### src/rtl/fifo_stream_pkg.sv
// rtl/fifo_stream_pkg.sv - shared widths, word type and sizing helper for the FIFO drain stage
package fifo_stream_pkg;

  localparam int FIFO_W     = 32;
  localparam int WORD_CNT_W = 16;

  typedef logic [FIFO_W-1:0] fifo_word_t;

  // Bits needed to hold values 0..value-1, never fewer than one bit
  function automatic int clog2_min1(input int value);
    int bits;
    bits = 1;
    for (int i = 1; i < 31; i++) begin
      if ((1 << i) < value) begin
        bits = i + 1;
      end
    end
    return bits;
  endfunction

endpackage

### src/rtl/stream_buffer.sv
// rtl/stream_buffer.sv - small circular buffer holding words captured from the FIFO
module stream_buffer
  import fifo_stream_pkg::*;
#(
  parameter  int W  = FIFO_W,
  parameter  int D  = 3,
  localparam int PW = clog2_min1(D),
  localparam int OW = clog2_min1(D + 1)
) (
  input  logic          clk,
  input  logic          reset_n,
  input  logic          i_push,
  input  logic [W-1:0]  i_push_data,
  input  logic          i_pop,
  output logic [W-1:0]  o_head_data,
  output logic [OW-1:0] o_occ
);

  logic [W-1:0]  r_mem [D];
  logic [PW-1:0] r_wr_ptr;
  logic [PW-1:0] r_rd_ptr;
  logic [OW-1:0] r_occ;

  // Pointers step through 0..D-1 and wrap, so D need not be a power of two
  function automatic logic [PW-1:0] ptr_inc(input logic [PW-1:0] ptr);
    return (ptr == PW'(D - 1)) ? '0 : ptr + PW'(1);
  endfunction

  // Word storage; contents are only meaningful below the occupancy count
  always_ff @(posedge clk) begin
    if (i_push) begin
      r_mem[r_wr_ptr] <= i_push_data;
    end
  end

  // Pointer and occupancy bookkeeping; simultaneous push and pop leave occupancy unchanged
  always_ff @(posedge clk or negedge reset_n) begin
    if (!reset_n) begin
      r_wr_ptr <= '0;
      r_rd_ptr <= '0;
      r_occ    <= '0;
    end else begin
      if (i_push) begin
        r_wr_ptr <= ptr_inc(r_wr_ptr);
      end
      if (i_pop) begin
        r_rd_ptr <= ptr_inc(r_rd_ptr);
      end
      case ({i_push, i_pop})
        2'b10:   r_occ <= r_occ + OW'(1);
        2'b01:   r_occ <= r_occ - OW'(1);
        default: r_occ <= r_occ;
      endcase
    end
  end

  // Head word is forced to zero when empty so the stream never shows stale data
  assign o_head_data = (r_occ != '0) ? r_mem[r_rd_ptr] : '0;
  assign o_occ       = r_occ;

endmodule

### src/rtl/fifo_stream_reader.sv
// rtl/fifo_stream_reader.sv - drains the FIFO into a framed valid/ready stream without ever dropping a word
module fifo_stream_reader #(
  parameter int FIFO_W  = fifo_stream_pkg::FIFO_W,
  parameter int BUF_D   = 3,
  parameter int PKT_LEN = 4
) (
  input  logic                                   clk,
  input  logic                                   reset_n,
  input  logic                                   drain_en,
  input  logic                                   fifo_empty,
  input  logic [FIFO_W-1:0]                      fifo_data,
  output logic                                   fifo_read_en,
  output logic                                   m_valid,
  input  logic                                   m_ready,
  output logic [FIFO_W-1:0]                      m_data,
  output logic                                   m_last,
  output logic [fifo_stream_pkg::WORD_CNT_W-1:0] word_count,
  output logic                                   busy
);

  import fifo_stream_pkg::*;

  localparam int OW = clog2_min1(BUF_D + 1);
  localparam int BW = clog2_min1(PKT_LEN);

  logic [OW-1:0]         w_occ;
  logic                  w_credit;
  logic                  w_pop;
  logic                  r_inflight;
  logic [BW-1:0]         r_beat;
  logic [WORD_CNT_W-1:0] r_word_count;

  // A read may issue only if a slot is free after counting the word already in flight
  assign w_credit = (int'(w_occ) + int'(r_inflight)) < BUF_D;

  // Held low during reset so a refilled FIFO is not read before the block is released
  assign fifo_read_en = reset_n & drain_en & ~fifo_empty & w_credit;

  assign m_valid = (w_occ != '0);
  assign w_pop   = m_valid & m_ready;
  assign m_last  = m_valid & (r_beat == BW'(PKT_LEN - 1));
  assign busy    = r_inflight | m_valid;

  assign word_count = r_word_count;

  // FIFO data_out is registered, so the word arrives one cycle after the read pulse
  always_ff @(posedge clk or negedge reset_n) begin
    if (!reset_n) begin
      r_inflight <= 1'b0;
    end else begin
      r_inflight <= fifo_read_en;
    end
  end

  // Beat position within the packet and running delivered-word total
  always_ff @(posedge clk or negedge reset_n) begin
    if (!reset_n) begin
      r_beat       <= '0;
      r_word_count <= '0;
    end else if (w_pop) begin
      r_beat       <= (r_beat == BW'(PKT_LEN - 1)) ? '0 : r_beat + BW'(1);
      r_word_count <= r_word_count + WORD_CNT_W'(1);
    end
  end

  stream_buffer #(
    .W (FIFO_W),
    .D (BUF_D)
  ) u_buffer (
    .clk         (clk),
    .reset_n     (reset_n),
    .i_push      (r_inflight),
    .i_push_data (fifo_data),
    .i_pop       (w_pop),
    .o_head_data (m_data),
    .o_occ       (w_occ)
  );

endmodule
### config.mk
export PLATFORM = sky130hd
export DESIGN_NAME = fifo_stream_reader
export DESIGN_NICKNAME = d
export VERILOG_FILES = /design/src/rtl/fifo_stream_pkg.sv /design/src/rtl/stream_buffer.sv /design/src/rtl/fifo_stream_reader.sv
export SDC_FILE = /design/constraint.sdc
export NUM_CORES = 1
export LEC_CHECK = 0
export BUFFER_PORTS_ARGS = -buffer_cell sky130_fd_sc_hd__buf_4
export CORE_AREA = 2 2 145 147
export DETAILED_ROUTE_END_ITERATION = 12
export DIE_AREA = 0 0 147 149
export MAX_ROUTING_LAYER = met4
export PLACE_DENSITY = 0.53
export REMOVE_ABC_BUFFERS = 1
export SLEW_MARGIN = 20
export SYNTH_ARGS = -nofsm -noshare
export SYNTH_HDL_FRONTEND = slang
export SYNTH_HIERARCHICAL = 1
export SYNTH_SLANG_ARGS = --single-unit
### constraint.sdc
create_clock -name clk -period 8.45 [get_ports clk]
set_input_delay 2.535 -clock clk [delete_from_list [all_inputs] [get_ports clk]]
set_output_delay 2.535 -clock clk [all_outputs]
set_load 0.02 [all_outputs]
==> impl_metrics.toml, run 1 <==
[clock_network]
cts_made_buffers = 17
htree_levels = 4
hold_buffers = 0
cts_sinks = 121
tritoncts = "done"
cts_setup_buffers = 0
cts_buffer_depth = 2
cts_resized = 0
clockRootBuffer = "clkbuf_16"
clk_latency_ps = 400
clk_pin_slew_ps = 50

[grt]
antenna_found_initial = 0
grt_max_degree = 35
grt_pass1_wl_mm = 15.90
grt_pass1_vias = 2982
grt.total_usage = 0.1006
overflow = 0

[timing]
worstMarginPinSlew_ps = 934.7
setup_ws_ps = 2216
whs_ps = 493.1
skew_ps = 8.145
rsz0062_at_grt = "false"
slew_headroom = 0.3754
fmax_mhz = 160.4
finalSetupViolations = 0
hold_violations = 0
tns_ps = 0
period_share = 0.7377
drv_slew = 0
min_period_ps = 6234

[min_path]
hp-start = "word_count[15]"
hold_class = "register to register"
hold_depth = 1
hold_path_end = "word_count[15]"

[worst_setup_path]
r2r_setup_slack_ps = 6550
rr_endpoint = "u_buffer/o_occ[1]"
slowest_delay_ps = 520
reg2reg_depth = 6
crit_start = "reset_n"
critPathMaxFanout = 26
cpMaxStageDelayCell = "a2111oi_0"
crit_arrival_ps = 3700
crit_chain = "buf_4, nand2_1, a2111oi_0, buf_4"
startpoint_type = "primary input"
cpMostUsedCell = "buf_4"
criticalPathCategory = "primary input to output port"
critPathRequiredTime_ps = 5920
r2r-start = "u_buffer/o_occ[0]"
cp-end-kind = "output port"

[placement]
io_buffer_count = 88
hpwl_mm = 6.416
finalWeightedCongestion = 0.7396
post-place-ws_ps = 2220

[route]
wl_mm = 10.32
vias_per_cell = 4.038
drt.antenna.violating_nets = 0
drt_iter0_markers = 118
firstDrtPassIters = 4
via_count = 2790
drc = 0
routedWlPerCell_um = 14.93

[cells_and_area]
num-nets-final = 446
syn2layout_area_growth_pct = 29.93
antenna_cells = 0
drive_gt1_frac = 0.3894

[yosys]
syn_area_sq_um = 5037
synth-seq-cells = 121
seq_area_frac_synth = 0.6965
yosys.area.top_type = "edfxtp_1"
synth_top_cell_area_share = 0.5723
yosysWarnings = 6
synthCells = 302
ys_top_cells_by_area = "edfxtp_1 (57%), dfrtp_1 (12%), mux2_4 (8.6%)"
ys_types = 33
avgSynthCellArea_sq_um = 16.68

[outcome]
status = "finished clean"

[floorplanning]
start_util = 0.2450
io_pins = 89
row_count = 53
die_y_um = 149
core_area_sq_um = 20560
die-area_sq_um = 21900
die_w_um = 147

[power_and_ir_drop]
design_power_total_w = 0.002156
p_leak_nw = 2.587
ir_drop_v = 0.0001630
cellPowerDensity_nw_per_um2 = 329.4

[flow_run]
cap_violations = 0
==> layout by cell type, fill, tap and decap left out, types with 2 or more instances in the layout <==
| master | synthesis | final |
|---|---|---|
| mux2i_1 | 33 | 33 |
| nor2_4 | 0 | 2 |
| clkbuf_1 | 3 | 2 |
| nand4_1 | 3 | 3 |
| xor2_1 | 4 | 4 |
| nand2b_1 | 2 | 2 |
| nand3_1 | 5 | 5 |
| ha_1 | 5 | 5 |
| clkbuf_16 | 0 | 17 |
| xnor2_1 | 14 | 14 |
| clkinv_1 | 0 | 4 |
| mux2_4 | 29 | 29 |
| nor2_1 | 38 | 36 |
| nand2_1 | 13 | 13 |
| clkinv_2 | 0 | 5 |
| dfrtp_1 | 25 | 23 |
| clkinvlp_4 | 0 | 2 |
| a21o_1 | 3 | 3 |
| buf_4 | 3 | 93 |
| mux2_2 | 3 | 3 |
| or2_2 | 2 | 2 |
| edfxtp_1 | 96 | 96 |
| inv_1 | 3 | 3 |
==> cells by family (layout without fill, tap and decap cells) <==
logic type,after synthesis,in the layout,share of synthesized area
mux,65,65,0.1587
buf+inv,14,128,0.02409
flops,121,121,0.6965
simple gates,72,72,0.06632
xor+xnor,18,18,0.03130
fa+ha+maj,5,5,0.01242
compound gates,7,7,0.01068
==> layout make-up <==
type	count	area [sq um]
fillers	2063	14010
flip-flops and latches	121	3513
multi-input cells	167	1433
repair buffers	94	725.7
clock buffers	19	432.9
well taps	275	344.1
clock inverters	12	85.08
inverters	3	11.26
==> where the power goes <==
| part | switching, W | total [W] | internal (W) | leakage, nW |
|---|---|---|---|---|
| Sequential | 0.000114 | 0.000823 | 0.000709 | 1.19 |
| Clock | 0.000243 | 0.000637 | 0.000394 | 0.252 |
| Combinational | 0.000355 | 0.000696 | 0.000341 | 1.14 |
| Total | 0.000712 | 0.00216 | 0.00144 | 2.59 |
==> worst max-delay path, delay by kind of cell <==
kind	cells	cell delay, ps
AND/OR/NAND/NOR	1	90
buffers and inverters	2	550
AO/OA/AOI/OAI	1	520
==> state kept, by name, summed over array words and instances (netlist names) <==
signal and count:
r_beat 2, r_inflight 1, u_buffer/o_occ 2, u_buffer/r_mem 96
u_buffer/r_rd_ptr 2, u_buffer/r_wr_ptr 2, word_count 16
==> per-layer routing <==
metal | track usage | vias to the layer above | routed length [um]
li1 | - | 1311 | -
met1 | 0.1134 | 1389 | 4442
met2 | 0.1601 | 80 | 5113
met3 | 0.04373 | 10 | 632
met4 | 0.03702 | 0 | 131
met5 | - | - | 0
==> Yosys cell counts, drive strengths merged <==
cell type	count
nand2	13
a21o	3
o2111ai	1
clkbuf	3
nand4	4
nor3	3
or3	1
dfrtp	25
ha	5
mux2i	33
a2111oi	1
and4	1
nand2b	2
and3	1
buf	8
mux2	32
inv	3
nor3b	1
xor2	4
or2	2
edfxtp	96
nand3	5
and2	1
o21ai	2
nor2	38
xnor2	14
==> how the worst max path moves through the flow <==
stage                   end  slack (ps)  cells after the start
3_3_place_gp   fifo_read_en        2230                      4
2_1_floorplan  fifo_read_en        2160                      2
4_1_cts        fifo_read_en        2160                      4
6_report       fifo_read_en        2220                      4
5_1_grt        fifo_read_en        2020                      4
3_5_place_dp   fifo_read_en        2220                      4
==> per-stage QoR <==
stage / util / cells / area (sq um)
floorplan: - / 291 / 4927
global placement: 0.2917 / 659 / 5997
detailed placement: 0.2931 / 660 / 6025
CTS: 0.3183 / 691 / 6543
global route: 0.3184 / 691 / 6545
finish: 0.3184 / 691 / 6545
(Power assumes the default switching activity.)
==> run 2: changes to the inputs <==
--- a/config.mk
+++ b/config.mk
@@ -5,12 +5,13 @@
 export SDC_FILE = /design/constraint.sdc
 export NUM_CORES = 1
 export LEC_CHECK = 0
+export ABC_AREA = 1
 export BUFFER_PORTS_ARGS = -buffer_cell sky130_fd_sc_hd__buf_4
-export CORE_AREA = 2 2 145 147
+export CORE_AREA = 2 2 148 150
 export DETAILED_ROUTE_END_ITERATION = 12
-export DIE_AREA = 0 0 147 149
+export DIE_AREA = 0 0 150 152
 export MAX_ROUTING_LAYER = met4
-export PLACE_DENSITY = 0.53
+export PLACE_DENSITY = 0.54
 export REMOVE_ABC_BUFFERS = 1
 export SLEW_MARGIN = 20
 export SYNTH_ARGS = -nofsm -noshare
==> constraint.sdc (replaced) <==
create_clock -name clk -period 5.5 [get_ports clk]
set_input_delay 1.65 -clock clk [delete_from_list [all_inputs] [get_ports clk]]
set_output_delay 1.65 -clock clk [all_outputs]
set_load 0.02 [all_outputs]
==> impl_metrics.toml, run 2 <==
[cells_and_area]
antenna_cells = 0
seq_area_sq_um = 3511
syn2layout_area_growth_pct = 28.89
num-nets-final = 607
drive_gt1_frac = 0.2422
layout_commonest_cell = "nand2_1"
num-fill-cells = 2248
multi_input_area_sq_um = 1315
final_cell_mix = "nand2_1 (137), edfxtp_1 (96), buf_4 (90)"
largest_register = "u_buffer/r_mem"
largest_register_ffs = 96
utilization = 0.3130

[yosys]
synth_top_cell_area_share = 0.5560
yosysMostFrequentCell = "nand2_1"
synth_common_cells = "nand2_1 (137), edfxtp_1 (96), nand3_1 (77), inv_1 (61), dfrtp_1 (25)"
synth_ff_type = "edfxtp_1"
synth-edff-count = 96
synthCells = 474
ys_top_cells_by_area = "edfxtp_1 (56%), dfrtp_1 (12%), nand2_1 (9.9%)"
avgSynthCellArea_sq_um = 10.94
synth-seq-cells = 121
yosys.area.top_type = "edfxtp_1"
syn_area_sq_um = 5185
seq_area_frac_synth = 0.6766
ys_types = 29
yosysWarnings = 6
async_flop_share = 0.2066

[worst_setup_path]
cp.depth = 4
cp-end-kind = "output port"
cp.buffers_inverters = 2
startpoint_type = "primary input"
reg2reg_depth = 3
crit_arrival_ps = 2410
slowest_delay_ps = 300
crit_chain = "buf_4, nand3_1, a21oi_1, buf_4"
cpMostUsedCell = "buf_4"
cpMaxStageDelayCell = "buf_4"
critPathRequiredTime_ps = 3850
critPathMaxFanout = 26
crit_family = "buffers and inverters"
criticalPathCategory = "primary input to output port"

[clock_network]
tritoncts = "done"
clk_latency_ps = 400
cts_setup_buffers = 0
clk_pin_slew_ps = 50
htree_levels = 4
cts_sinks = 121
cts_made_buffers = 17
cts_resized = 0
hold_buffers = 0
cts_buffer_depth = 2
clockRootBuffer = "clkbuf_16"

[power_and_ir_drop]
ir_drop_v = 0.0002004
cellPowerDensity_nw_per_um2 = 528.6
p_leak_nw = 2.900

[min_path]
hold_depth = 2
hold_class = "register to register"

[route]
drt_iter0_markers = 144
drc = 0
wl_mm = 11.54
firstDrtPassIters = 4
via_count = 3491
drt.antenna.violating_nets = 0
routedWlPerCell_um = 13.45
vias_per_cell = 4.069

[flow_run]
cap_violations = 0

[grt]
grt_pass1_wl_mm = 18.29
grt_max_degree = 36
overflow = 0
grt_pass1_vias = 3515
grt.total_usage = 0.1090
antenna_found_initial = 0

[timing]
hold_violations = 0
skew_ps = 8.304
slew_headroom = 0.4185
min_period_ps = 4060
tns_ps = 0
drv_slew = 0
rsz0062_at_grt = "false"
period_share = 0.7382
fmax_mhz = 246.3
worstMarginPinSlew_ps = 872.2
finalSetupViolations = 0

[outcome]
status = "finished clean"

[floorplanning]
die_w_um = 150
row_count = 54
die_y_um = 152
core_area_sq_um = 21350
start_util = 0.2429
die-area_sq_um = 22800
io_pins = 89

[placement]
io_buffer_count = 88
hpwl_mm = 6.861
finalWeightedCongestion = 0.8407
## run 2: cells by family after synthesis
family	Yosys count	synth area share
flip-flops	121	0.6766
AO/OA/AOI/OAI	7	0.007238
AND/OR/NAND/NOR	249	0.2143
adder cells (fa/ha/maj)	5	0.01207
buffers and inverters	81	0.07070
XOR/XNOR	10	0.01689
multiplexers	1	0.002172
## run 2: cell type report
class	count	area share
Clock buffer	23	0.07002
Clock inverter	9	0.01854
Inverter	63	0.03576
Multi-Input combinational cell	272	0.1968
Sequential cell	121	0.5254
Tap cell	280	0.05242
Timing Repair Buffer	90	0.1011
## run 2: worst reg2reg max path: stages (launching register included)
cell and delay, ps:
dfrtp_2 930, inv_4 390, nand3_1 150, o21ai_0 90
## run 2: path summary, 6_finish.rpt
check / startpoint / to / slack, ps
setup / recovery: reset_n / fifo_read_en / 1440
hold / removal: r_beat[1] / r_beat[1] / 480
setup reg to reg: u_buffer/r_rd_ptr[1] / u_buffer/r_rd_ptr[1] / 3790
hold reg to reg: r_beat[1] / r_beat[1] / 480
max in group asynchronous: reset_n / u_buffer/r_rd_ptr[0] / 4070
min in group asynchronous: reset_n / word_count[15] / 1150
## run 2: power by group
group	switching, W	leakage, nW	internal, W	total (W)
clock network	0.000373	0.285	0.000732	0.00111
logic	0.000732	1.44	0.000447	0.00118
registers	0.000161	1.18	0.00109	0.00125
total	0.00127	2.90	0.00227	0.00353
## run 2: stage by stage
stage	hold WS [ps]	area, sq um	worst slack, ps	power, W	instances
4_1_cts	483.1	6683	1397	0.003582	858
3_5_place_dp	468.8	6091	1407	0.002467	826
2_1_floorplan	445.8	5057	1681	0.001923	456
5_1_grt	510.7	6683	1296	0.003759	858
6_report	481.4	6683	1440	0.003532	858
3_3_place_gp	461.2	6091	1408	0.002462	826
## run 2: metal layers
metal	wire, um	GRT usage
met1	5190	0.1333
met2	5345	0.1646
met3	840	0.04535
met4	163	0.03235
met5	0	-
==> run 3: changes to the inputs <==
--- a/config.mk
+++ b/config.mk
@@ -5,11 +5,11 @@
 export SDC_FILE = /design/constraint.sdc
 export NUM_CORES = 1
 export LEC_CHECK = 0
-export ABC_AREA = 1
+export ABC_AREA = 0
 export BUFFER_PORTS_ARGS = -buffer_cell sky130_fd_sc_hd__buf_4
-export CORE_AREA = 2 2 148 150
+export CORE_AREA = 2 2 145 147
 export DETAILED_ROUTE_END_ITERATION = 12
-export DIE_AREA = 0 0 150 152
+export DIE_AREA = 0 0 147 149
 export MAX_ROUTING_LAYER = met4
 export PLACE_DENSITY = 0.54
 export REMOVE_ABC_BUFFERS = 1
==> constraint.sdc (replaced) <==
create_clock -name clk -period 3.7 [get_ports clk]
set_input_delay 1.11 -clock clk [delete_from_list [all_inputs] [get_ports clk]]
set_output_delay 1.11 -clock clk [all_outputs]
set_load 0.02 [all_outputs]
==> impl_metrics.toml, run 3 (same netlist as run 1, synthesis figures left out) <==
[route]
firstDrtPassIters = 4
via_count = 2760
drt_iter0_markers = 82
wl_mm = 10.48
routedWlPerCell_um = 15.04
drc = 0
drt.antenna.violating_nets = 0
vias_per_cell = 3.960

[clock_network]
tritoncts = "done"
cts_resized = 0
cts_made_buffers = 17
hold_buffers = 0
cts_setup_buffers = 0
cts_sinks = 121
cts_buffer_depth = 2
htree_levels = 4
clockRootBuffer = "clkbuf_16"
clk_latency_ps = 410
clk_pin_slew_ps = 50

[worst_setup_path]
cpMaxStageDelayCell = "a2111oi_0"
crit_arrival_ps = 2180
startpoint_type = "register"
critPathMaxFanout = 8
criticalPathCategory = "register to output port"
cp-end-kind = "output port"
critPathRequiredTime_ps = 2590
cpMostUsedCell = "ha_1"
crit_chain = "ha_1, ha_1, a2111oi_0, buf_4"
crit_family = "adder cells"
slowest_delay_ps = 510
cp.buffers_inverters = 1

[timing]
fmax_mhz = 303.6
hold_violations = 0
tns_ps = 0
slew_headroom = 0.6318
drv_slew = 0
rsz0062_at_grt = "false"
finalSetupViolations = 0
skew_ps = 5.281
min_period_ps = 3294
worstMarginPinSlew_ps = 550.9
whs_ps = 482.4
period_share = 0.8902

[outcome]
status = "finished clean"

[placement]
hpwl_mm = 6.738
io_buffer_count = 88
finalWeightedCongestion = 0.7364

[floorplanning]
row_count = 53
die_y_um = 149
core_area_sq_um = 20560
io_pins = 89
die_w_um = 147
start_util = 0.2450
die-area_sq_um = 21900

[min_path]
hold_class = "register to register"

[cells_and_area]
final_cell_mix = "buf_4 (96), edfxtp_1 (96), nor2_1 (36)"
largest_register = "u_buffer/r_mem"
num-nets-final = 450
drive_gt1_frac = 0.4014
syn2layout_area_growth_pct = 32.91
largest_register_ffs = 96

[grt]
grt.total_usage = 0.1045
overflow = 0
grt_pass1_vias = 3010
grt_max_degree = 33
antenna_found_initial = 1
grt_pass1_wl_mm = 16.47

[power_and_ir_drop]
comb_power_share = 0.320
p_int_w = 0.003605
power.net_switching_w = 0.001658
switching_share = 0.3151
ir_drop_v = 0.0003776
p_leak_nw = 2.646
p_clk_frac = 0.335
cellPowerDensity_nw_per_um2 = 786.2
seq_power_share = 0.345

[flow_run]
cap_violations = 0
## run 3: path summary, 6_finish.rpt
path                                        start              endpoint  slack, ps  cells after the start
min in group asynchronous                 reset_n         word_count[0]        700                      2
max in group asynchronous                 reset_n  u_buffer/r_rd_ptr[1]       2730                      2
worst max-delay path            u_buffer/o_occ[0]          fifo_read_en        410                      4
worst min-delay path                    r_beat[1]             r_beat[1]        480                      2
worst max register to register  u_buffer/o_occ[0]     u_buffer/o_occ[1]       1820                      5
worst min register to register          r_beat[1]             r_beat[1]        480                      2
## run 3: area by class of cell
type	instances	area, sq um
tap	275	344.1
fill	2047	13860
clock buffer	18	429.2
clock inverter	14	203.9
multi-input combinational	167	1433
timing repair buffer	98	760.7
sequential	121	3511
inverter	3	11.26
antenna	1	2.502
## run 3: per-stage QoR
stage          instance area [sq um]  std cells  setup WS, ps  utilization  total power (W)
2_1_floorplan                   4927        291         257.8            -         0.002861
3_5_place_dp                    6060        664         627.8       0.2948         0.003575
3_3_place_gp                    6040        663         662.1       0.2938         0.003548
5_1_grt                         6695        697         264.7       0.3257         0.005547
4_1_cts                         6693        696         340.4       0.3256         0.005367
6_report                        6695        697         406.3       0.3257         0.005264
## run 3: routing by layer
layer,GRT usage,up-vias,part of all wire
met1,0.1235,1343,0.45
met3,0.03792,13,0.062
li1,-,1329,-
met5,-,-,0
met2,0.1631,75,0.47
met4,0.04183,0,0.016
## run 3: power by group through the flow
stage	Clock, W	Sequential (W)	Combinational, W
floorplan	0	0.00189	0.000969
global placement	0	0.00184	0.00171
detailed placement	0	0.00185	0.00173
CTS	0.00181	0.00182	0.00173
global route	0.00188	0.00185	0.00182
finish	0.00176	0.00182	0.00168
## run 3: worst register-to-register path, stage by stage (launching register included)
cell and delay [ps]:
dfrtp_1 500, o21ai_2 420, inv_1 250, ha_1 360, nor2_1 130, xor2_1 150
